`config.mk`:
```
export PLATFORM = sky130hd
export DESIGN_NAME = vga_frame_reader
export DESIGN_NICKNAME = d
export VERILOG_FILES = /design/src/rtl/vga_frame_reader_pkg.sv /design/src/rtl/vga_frame_reader_fifo.sv /design/src/rtl/vga_frame_reader.sv
export SDC_FILE = /design/constraint.sdc
export NUM_CORES = 1
export LEC_CHECK = 0
export BUFFER_PORTS_ARGS = -buffer_cell sky130_fd_sc_hd__buf_2
export CAP_MARGIN = 10
export CORE_MARGIN = 1
export CORE_UTILIZATION = 51
export DETAILED_ROUTE_END_ITERATION = 16
export GPL_ROUTABILITY_DRIVEN = 0
export PLACE_DENSITY = 0.72
export SETUP_SLACK_MARGIN = 0.2
export SYNTH_ARGS = -nofsm -noshare
export SYNTH_HDL_FRONTEND = slang
export SYNTH_SLANG_ARGS = --single-unit
```
`constraint.sdc`:
```
create_clock -name clk -period 5.9 [get_ports clk]
set_input_delay 0.295 -clock clk [delete_from_list [all_inputs] [get_ports clk]]
set_output_delay 0.295 -clock clk [all_outputs]
set_load 0.1 [all_outputs]
```
`src/rtl/vga_frame_reader_pkg.sv`:
```
// Shared types for the VGA frame reader: FSM state, pixel widths
// and the RGB565 to RGB888 colour expansion.
package vga_frame_reader_pkg;

  typedef enum logic [1:0] {
    IDLE  = 2'd0,
    FETCH = 2'd1,
    DRAIN = 2'd2
  } state_t;

  localparam int PIX_IN_W  = 16;
  localparam int PIX_OUT_W = 24;

  // Low channel bits are refilled from the MSBs so that
  // full-scale 565 values map to full-scale 888 values.
  function automatic logic [PIX_OUT_W-1:0] rgb565_to_888(
    input logic [PIX_IN_W-1:0] p
  );
    logic [4:0] r;
    logic [5:0] g;
    logic [4:0] b;
    r = p[15:11];
    g = p[10:5];
    b = p[4:0];
    return {r, r[4:2], g, g[5:4], b, b[4:2]};
  endfunction

endpackage

```
`src/rtl/vga_frame_reader_fifo.sv`:
```
// pixel_fifo: synchronous show-ahead FIFO. Ports: clk, reset,
// push/wdata, pop, rdata (head entry), empty, count.
module pixel_fifo #(
  parameter int WIDTH = 16,
  parameter int DEPTH = 16,
  localparam int AW = $clog2(DEPTH)
) (
  input  logic             clk,
  input  logic             reset,
  input  logic             push,
  input  logic [WIDTH-1:0] wdata,
  input  logic             pop,
  output logic [WIDTH-1:0] rdata,
  output logic             empty,
  output logic [AW:0]      count
);

  localparam logic [AW:0] FULL_CNT = (AW+1)'(DEPTH);

  logic [WIDTH-1:0] mem [DEPTH];
  logic [AW-1:0]    wr_ptr;
  logic [AW-1:0]    rd_ptr;
  logic             full;
  logic             do_push;
  logic             do_pop;

  assign empty = (count == '0);
  assign full  = (count == FULL_CNT);
  assign rdata = mem[rd_ptr];

  // A pop frees the head slot this cycle, so a push into a
  // full FIFO is allowed when it coincides with a pop.
  assign do_pop  = pop && !empty;
  assign do_push = push && (!full || do_pop);

  always_ff @(posedge clk) begin
    if (do_push) mem[wr_ptr] <= wdata;
  end

  always_ff @(posedge clk) begin
    if (reset) begin
      wr_ptr <= '0;
      rd_ptr <= '0;
      count  <= '0;
    end else begin
      if (do_push) wr_ptr <= wr_ptr + AW'(1);
      if (do_pop)  rd_ptr <= rd_ptr + AW'(1);
      count <= count + (AW+1)'(do_push)
                     - (AW+1)'(do_pop);
    end
  end

endmodule

```
`src/rtl/vga_frame_reader.sv`:
```
// Streams RGB565 frames from Avalon-MM memory to a 24-bit pixel
// stream with SOP/EOP. Ports: enable, buffer_base/base_load,
// avm_* read master, aso_* stream source, frame_done pulse.
module vga_frame_reader
  import vga_frame_reader_pkg::*;
#(
  parameter int          H_RES        = 640,
  parameter int          V_RES        = 480,
  parameter int          FIFO_DEPTH   = 16,
  parameter logic [31:0] DEFAULT_BASE = 32'h0000_0000
) (
  input  logic                 clk,
  input  logic                 reset,
  input  logic                 enable,
  input  logic [31:0]          buffer_base,
  input  logic                 base_load,
  output logic [31:0]          avm_address,
  output logic                 avm_read,
  input  logic                 avm_waitrequest,
  input  logic [PIX_IN_W-1:0]  avm_readdata,
  input  logic                 avm_readdatavalid,
  output logic [PIX_OUT_W-1:0] aso_data,
  output logic                 aso_valid,
  input  logic                 aso_ready,
  output logic                 aso_startofpacket,
  output logic                 aso_endofpacket,
  output logic                 frame_done
);

  localparam int N_PIX = H_RES * V_RES;
  localparam int CW    = (N_PIX > 1) ? $clog2(N_PIX) : 1;
  localparam int FW    = $clog2(FIFO_DEPTH);

  localparam logic [CW-1:0] LAST   = CW'(N_PIX - 1);
  localparam logic [FW+1:0] CREDIT = (FW+2)'(FIFO_DEPTH);

  state_t              state;
  logic [31:0]         pending_base;
  logic [31:0]         active_base;
  logic [31:0]         start_base;
  logic [CW-1:0]       req_cnt;
  logic [CW-1:0]       req_nxt;
  logic [CW-1:0]       out_cnt;
  logic [FW:0]         outstanding;
  logic [FW:0]         f_count;
  logic                f_empty;
  logic [PIX_IN_W-1:0] f_rdata;
  logic                issue;
  logic                rd_ok;
  logic                pop;
  logic [FW+1:0]       used_nxt;
  logic                credit_ok;

  assign issue = avm_read && !avm_waitrequest;
  // Data with nothing outstanding is stale (e.g. from before a
  // reset) and is dropped.
  assign rd_ok = avm_readdatavalid && (outstanding != '0);
  assign pop   = aso_valid && aso_ready;

  assign aso_valid         = !f_empty;
  assign aso_data          = rgb565_to_888(f_rdata);
  assign aso_startofpacket = aso_valid && (out_cnt == '0);
  assign aso_endofpacket   = aso_valid && (out_cnt == LAST);
  assign frame_done        = pop && aso_endofpacket;

  assign start_base = base_load ? buffer_base : pending_base;
  assign req_nxt    = req_cnt + CW'(1);

  // Slots committed after this edge: in flight plus buffered.
  // A returning read moves one slot from in-flight to buffered,
  // so it does not change the total.
  assign used_nxt  = (FW+2)'(outstanding) + (FW+2)'(f_count)
                   + (FW+2)'(issue) - (FW+2)'(pop);
  assign credit_ok = (used_nxt < CREDIT);

  always_ff @(posedge clk) begin
    if (reset) begin
      state        <= IDLE;
      avm_read     <= 1'b0;
      avm_address  <= '0;
      active_base  <= '0;
      pending_base <= DEFAULT_BASE;
      req_cnt      <= '0;
      out_cnt      <= '0;
      outstanding  <= '0;
    end else begin
      if (base_load) pending_base <= buffer_base;
      outstanding <= outstanding + (FW+1)'(issue)
                                 - (FW+1)'(rd_ok);
      if (pop) out_cnt <= out_cnt + CW'(1);
      unique case (state)
        IDLE: begin
          if (enable) begin
            active_base <= start_base;
            avm_address <= start_base;
            avm_read    <= 1'b1;
            req_cnt     <= '0;
            out_cnt     <= '0;
            state       <= FETCH;
          end
        end
        FETCH: begin
          if (issue) begin
            if (req_cnt == LAST) begin
              avm_read <= 1'b0;
              state    <= DRAIN;
            end else begin
              req_cnt     <= req_nxt;
              avm_address <= active_base
                           + (32'(req_nxt) << 1);
              avm_read    <= credit_ok;
            end
          end else if (!avm_read) begin
            avm_read <= credit_ok;
          end
        end
        DRAIN: begin
          if (frame_done) state <= IDLE;
        end
        default: state <= IDLE;
      endcase
    end
  end

  pixel_fifo #(
    .WIDTH (PIX_IN_W),
    .DEPTH (FIFO_DEPTH)
  ) u_fifo (
    .clk   (clk),
    .reset (reset),
    .push  (rd_ok),
    .wdata (avm_readdata),
    .pop   (pop),
    .rdata (f_rdata),
    .empty (f_empty),
    .count (f_count)
  );

endmodule

```
Yosys cells after proc, flatten, opt, wreduce, memory -nomap -nowiden. Memories as Yosys holds them, arrays and structs flattened. A register that Yosys moved wholly into a read port is not among the register bits. Index checks and enable logic that the tools add are counted.

Bits in registers: 155. Bits in writable memories: 256. Word-level logic and storage cells: 82. Memories: 1.

Memory list: u_fifo.mem (words 16, bits a word 16, rd ports 1, clocked after memory_dff 1, wr ports 1, RTL line vga_frame_reader_fifo.sv:20) `logic [WIDTH-1:0] mem [DEPTH];`.

Add/sub/neg operators: 12. Order comparisons: 1. Equality and inequality tests: 10. Mux-type cells: 26. Reduce and logical (&&, ||, !) cells: 21.

Operator list (number): two-way mux 32 bit (4); two-way mux 19 bit (6); one-hot mux 32 bit (2 select lines) (1); adder 19 x 1 -> 19 bit (second input constant) (2); equality test 19 bit (second input constant) (2); one-hot mux 19 bit (2 select lines) (1); adder 32 x 20 -> 32 bit (1); logical NOT 19 bit (1); adder 5 x 1 -> 5 bit (2); inequality test 2 bit (second input constant) (5); subtractor 5 x 1 -> 5 bit (2); adder 4 x 1 -> 4 bit (second input constant) (2); logical AND 1 bit (8); two-way mux 2 bit (4); two-way mux 4 bit (2); AND reduction 4 bit (2); adder 5 x 5 -> 6 bit (1); adder 6 x 1 -> 6 bit (1); less-than comparator 6 x 5 -> 1 bit (second input constant) (1); two-way mux 1 bit (6); one-hot mux 2 bit (3 select lines) (1); subtractor 6 x 1 -> 6 bit (1); equality test 5 bit (second input constant) (1); logical NOT 5 bit (1); other kinds (9) (12).

Longest topological paths before layout.
Depth in word-level cells: 8. Mapped depth: 16. Gate-level depth less buffers: 15.

Modules after synthesis. Synthesis repeated with hierarchy kept, for this count alone.

Cells, all modules: 1410. Area total of the unflattened synthesis: 18121.1 um2.

Modules (own cells, without submodules): pixel_fifo (times used 1, cells each 498, area an instance 10633.9 um2, sequential area each 8027.7 um2); vga_frame_reader (times used 1, cells each 912, area an instance 7487.2 um2, sequential area each 2842.7 um2).

Least setup slack after synthesis. No wires, ideal clock.

Path type: register -> register. Start point: register u_fifo.count[2]. End point: register state[1]. Data arrival time: 5.346 ns. Data required time: 5.764 ns. Setup slack: 0.418 ns. Stages on the path, launching flop included: 9. Buffers on the path: 0. Period minus slack after synthesis: 5.482 ns. Cells stage by stage: dfxtp_1 inv_1 ha_1 or4b_4 nand2_1 nor4_1 and2_1 or3b_1 a211oi_1.

Longest elaborated chain between the ends: 6. Elaborated cells between the ends (all ways): 7.

Ends and longest elaborated chain: start: declaration (RTL line vga_frame_reader_fifo.sv:15) `output logic [AW:0] count`; start signal: assignment (RTL line vga_frame_reader_fifo.sv:48) `count <= count + (AW+1)'(do_push)`; logical NOT 5 bit (RTL line vga_frame_reader_fifo.sv:27) `assign empty = (count == '0);`; logical NOT 1 bit (RTL line vga_frame_reader.sv:60) `assign aso_valid = !f_empty;`; via aso_valid (RTL line vga_frame_reader.sv:23) `output logic aso_valid,`; logical AND 1 bit (RTL line vga_frame_reader.sv:63) `assign aso_endofpacket = aso_valid && (out_cnt == LAST);`; via aso_endofpacket (RTL line vga_frame_reader.sv:26) `output logic aso_endofpacket,`; logical AND 1 bit (RTL line vga_frame_reader.sv:64) `assign frame_done = pop && aso_endofpacket;`; via frame_done (RTL line vga_frame_reader.sv:27) `output logic frame_done`; inequality test 2 bit (no source line); AND reduction 4 bit (no source line); end signal: assignment (RTL line vga_frame_reader.sv:78) `state <= IDLE;`; end signal: assignment (RTL line vga_frame_reader.sv:99) `state <= FETCH;`; end signal: assignment (RTL line vga_frame_reader.sv:106) `state <= DRAIN;`; end: declaration (RTL line vga_frame_reader.sv:37) `state_t state;`.

The timed path passes the listed nets, and every way through them passes these cells. A chain may end at the register's enable or synchronous reset.

Worst setup path after layout.
Start point: register req_cnt[2]. End point: register avm_address[23].

Longest elaborated chain between the ends: 5. Elaborated cells between the ends (all ways): 8.

Ends and longest elaborated chain: start: declaration (RTL line vga_frame_reader.sv:41) `logic [CW-1:0] req_cnt;`; start signal: assignment (RTL line vga_frame_reader.sv:108) `req_cnt <= req_nxt;`; adder 19 x 1 -> 19 bit (RTL line vga_frame_reader.sv:67) `assign req_nxt = req_cnt + CW'(1);`; adder 32 x 20 -> 32 bit (RTL line vga_frame_reader.sv:110) `+ (32'(req_nxt) << 1);`; two-way mux 32 bit (RTL line vga_frame_reader.sv:104) `if (req_cnt == LAST) begin`; two-way mux 32 bit (RTL line vga_frame_reader.sv:103) `if (issue) begin`; one-hot mux 32 bit (2 select lines) (RTL line vga_frame_reader.sv:91) `unique case (state)`; end signal: assignment (RTL line vga_frame_reader.sv:95) `avm_address <= start_base;`; end signal: assignment (RTL line vga_frame_reader.sv:109) `avm_address <= active_base`; end: declaration (RTL line vga_frame_reader.sv:17) `output logic [31:0] avm_address,`.

Several ways; a longest one is shown, not always the timed one. The select of a mux whose other input is x is not followed.

==> reports/summary.txt <==
Seq cells post-synth -> 415
Layout fillers -> 2626
worst min path class -> input pin to register
number of cells on the critical path -> 13
asr flop ratio synth -> 0
Worst VDD drop -> 487.7 uV
post-route minimum period -> 3917 ps
slew margin rel. -> 0.1798
Setup Buffers After CTS -> 0
TritonCTS clock tree -> done
Die Ht -> 190.1 um
Clk Latency, worst-skew pair -> 570 ps
crit path max fanout -> 6
Initial Utilization -> 0.5208
global-route wire length before repair -> 64.19 mm
Post-Syn Area -> 18030 sq um
dpl hpwl -> 24.48 mm
top cells by area, synth -> edfxtp_1 (43%), dfxtp_1 (18%), mux4_2 (10%), nor2_1 (3.8%), ha_1 (3.6%)
post-route setup TNS -> 0 ps
final hold violations -> 0
Setup-failing EPs final -> 0
clk slew on worst S/H paths -> 60 ps
PD cells -> 436.5 nW/um^2
Max Fclk -> 255.3 MHz
PnR worst setup slack -> 1983 ps
crit path from -> req_cnt[2]$_SDFFE_PP0P_
Placeable Area -> 34630 sq um
Worst R2R End -> avm_address[23]$_SDFFE_PP0P_
RSZ-0062 raised after global routing -> false
max cap viols -> 0
fin nets -> 1604
Place WS -> 2117 ps
Hold Buf Count CTS -> 10
Main synth FF type -> edfxtp_1
die area -> 36120 sq um
Critical Path AT -> 4320 ps
initial antenna violation count -> 3
crit path to -> avm_address[23]$_SDFFE_PP0P_
most used cell, CP -> xnor2_1
Post-synth EDFFs -> 256
DRT Pass-1 Iters -> 5
I/O Pins -> 116
family with the most delay on the worst path -> simple AND/OR/NAND/NOR gates
worst-path cell chain -> and3_1, and4_1, and2_1, nand3_1, xnor2_1, ha_1, a21o_1, a21oi_1, or3b_2, o21ai_0, nor2_1, xnor2_1, o22ai_1
port bufs -> 115
post-detailed-route DRC marker count -> 0
CP startpoint kind -> register
cell area after layout -> 20760 sq um
Synth Instances -> 1388
Post-CTS Resized -> 0
total CTS buffers -> 43
syn_nets -> 1498
skew final -> 23.85 ps
Max clock buf depth -> 3
Final period util -> 0.6639
largest net degree at the start of global routing -> 75
Pleak -> 7.590 nW
Post-synth top cells -> edfxtp_1 (256), nor2_1 (184), dfxtp_1 (159)
flop2flop setup slack -> 1980 ps
post-DR vias/cell -> 5.877
GRT Util Overall -> 0.2329
vias in the first global route -> 11470
Routed wire per std cell -> 20.84 um
DRT iter0 DRCs -> 843
Layout area overhead -> 15.14%
sequential area share after synthesis -> 0.6027
Critical Path RT -> 6310 ps
Worst-Margin Slew -> 1229 ps
CP peak stage delay -> 510 ps
CTS root buf -> clkbuf_16
Final ANT Viol Nets -> 0
CP bufs+invs -> 0
Yosys warning total -> 0
gr ovfl total -> 0
die span in x -> 190.1 um
top cell type's share of synthesized area -> 0.4263
CP max-delay cell -> o21ai_0
Final Slew Violations -> 0
status -> finished, final reports clean
Core Rows -> 68
crit end category -> register
Crit Path Category -> register to register
clk sinks -> 415
Worst R2R Start -> req_cnt[2]$_SDFFE_PP0P_
leading area contributor after synthesis -> edfxtp_1
CTS H-tree lvls -> 2
r2r worst-path depth -> 13
Synth cell types -> 71
Placed Area -> 19020 sq um
Synth Area per Inst -> 12.99 sq um
routed via count -> 11670
final WL -> 41.38 mm
share of layout cells above drive strength 1 -> 0.2147
top-count cell post-synth -> edfxtp_1
-- sequential cells by signal, summed over array words and instances, names as in the netlist, named ones only --
register / count
req_cnt: 19
u_fifo.rd_ptr: 4
u_fifo.count: 5
out_cnt: 19
u_fifo.wr_ptr: 4
avm_address: 32
state: 2
avm_read: 1
outstanding: 5
active_base: 32
pending_base: 32
u_fifo.mem: 256
-- cell usage in the layout (no fill, tap or decap), types with 13 or more instances in the layout --
| master | synthesis | routed |
|---|---|---|
| and3_1 | 13 | 13 |
| dfxtp_1 | 159 | 157 |
| xor2_1 | 38 | 38 |
| nand3_1 | 30 | 30 |
| mux2i_1 | 33 | 33 |
| nand4_1 | 13 | 13 |
| o21ai_0 | 31 | 31 |
| buf_2 | 19 | 114 |
| a21oi_1 | 82 | 82 |
| clkbuf_16 | 0 | 43 |
| nor2_1 | 184 | 172 |
| nand2_1 | 75 | 75 |
| nor3_1 | 21 | 17 |
| inv_1 | 40 | 40 |
| edfxtp_1 | 256 | 256 |
| a211oi_1 | 32 | 32 |
| mux4_2 | 80 | 80 |
| buf_4 | 9 | 22 |
| xnor2_1 | 35 | 35 |
| ha_1 | 52 | 52 |
-- power breakdown --
group | total [W] | switching (W) | internal, W
logic | 0.00253 | 0.00174 | 0.000786
clock network | 0.00308 | 0.00118 | 0.00189
registers | 0.00346 | 0.000193 | 0.00327
-- through the flow --
stage | cells | hold WS [ps] | util | total power, W
2_1_floorplan | 1388 | 393.9 | - | 0.005588
3_3_place_gp | 1894 | 441.7 | 0.5493 | 0.005984
3_5_place_dp | 1894 | 447.1 | 0.5493 | 0.006034
4_1_cts | 1983 | 11.59 | 0.5994 | 0.009133
5_1_grt | 1984 | 39.52 | 0.5995 | 0.009425
6_report | 1986 | 21.01 | 0.5997 | 0.009065
-- worst min-delay path by stage --
stage,start,end,slack [ps],depth (start not counted)
5_1_grt,buffer_base[31],pending_base[31]$_SDFF_PP0_,40,3
3_5_place_dp,avm_address[0]$_SDFFE_PP0P_,avm_address[0]$_SDFFE_PP0P_,450,2
3_3_place_gp,avm_address[0]$_SDFFE_PP0P_,avm_address[0]$_SDFFE_PP0P_,440,2
4_1_cts,buffer_base[25],pending_base[25]$_SDFF_PP0_,10,3
6_report,buffer_base[25],pending_base[25]$_SDFF_PP0_,20,3
2_1_floorplan,avm_readdata[0],u_fifo.mem[0][0]$_DFFE_PP_,390,0
-- final cells by class --
type	instances	area [sq um]	share of cell area
Antenna cell	3	7.507	0.0003615
Clock buffer	50	1142	0.05501
Clock inverter	29	493.0	0.02374
Inverter	40	150.1	0.007231
Multi-Input combinational cell	848	6691	0.3222
Sequential cell	415	10880	0.5237
Tap cell	455	569.3	0.02742
Timing Repair Buffer	146	835.8	0.04025
-- tightest hold or removal path: stages --
cell and delay [ps]:
buf_2 90, mux2i_1 80, nor2_1 80
-- per-layer routing --
metal | vias to the layer above | global-route usage | wire length [um] | part of all wire
li1 | 5367 | - | - | -
met1 | 5836 | 0.3034 | 17310 | 0.42
met2 | 391 | 0.3936 | 20490 | 0.50
met3 | 76 | 0.03782 | 2366 | 0.057
met4 | 2 | 0.08251 | 1199 | 0.029
met5 | - | 0 | 13 | 0.00031
-- cell families after synthesis --
| family | count (synthesis) | synth area share |
|---|---|---|
| buf+inv | 125 | 0.02921 |
| mux | 113 | 0.1182 |
| flops | 415 | 0.6027 |
| fa+ha+maj | 55 | 0.03941 |
| compound gates | 215 | 0.07500 |
| simple gates | 392 | 0.09997 |
| xor+xnor | 73 | 0.03545 |
No activity file was read; power rests on OpenSTA's default activity.
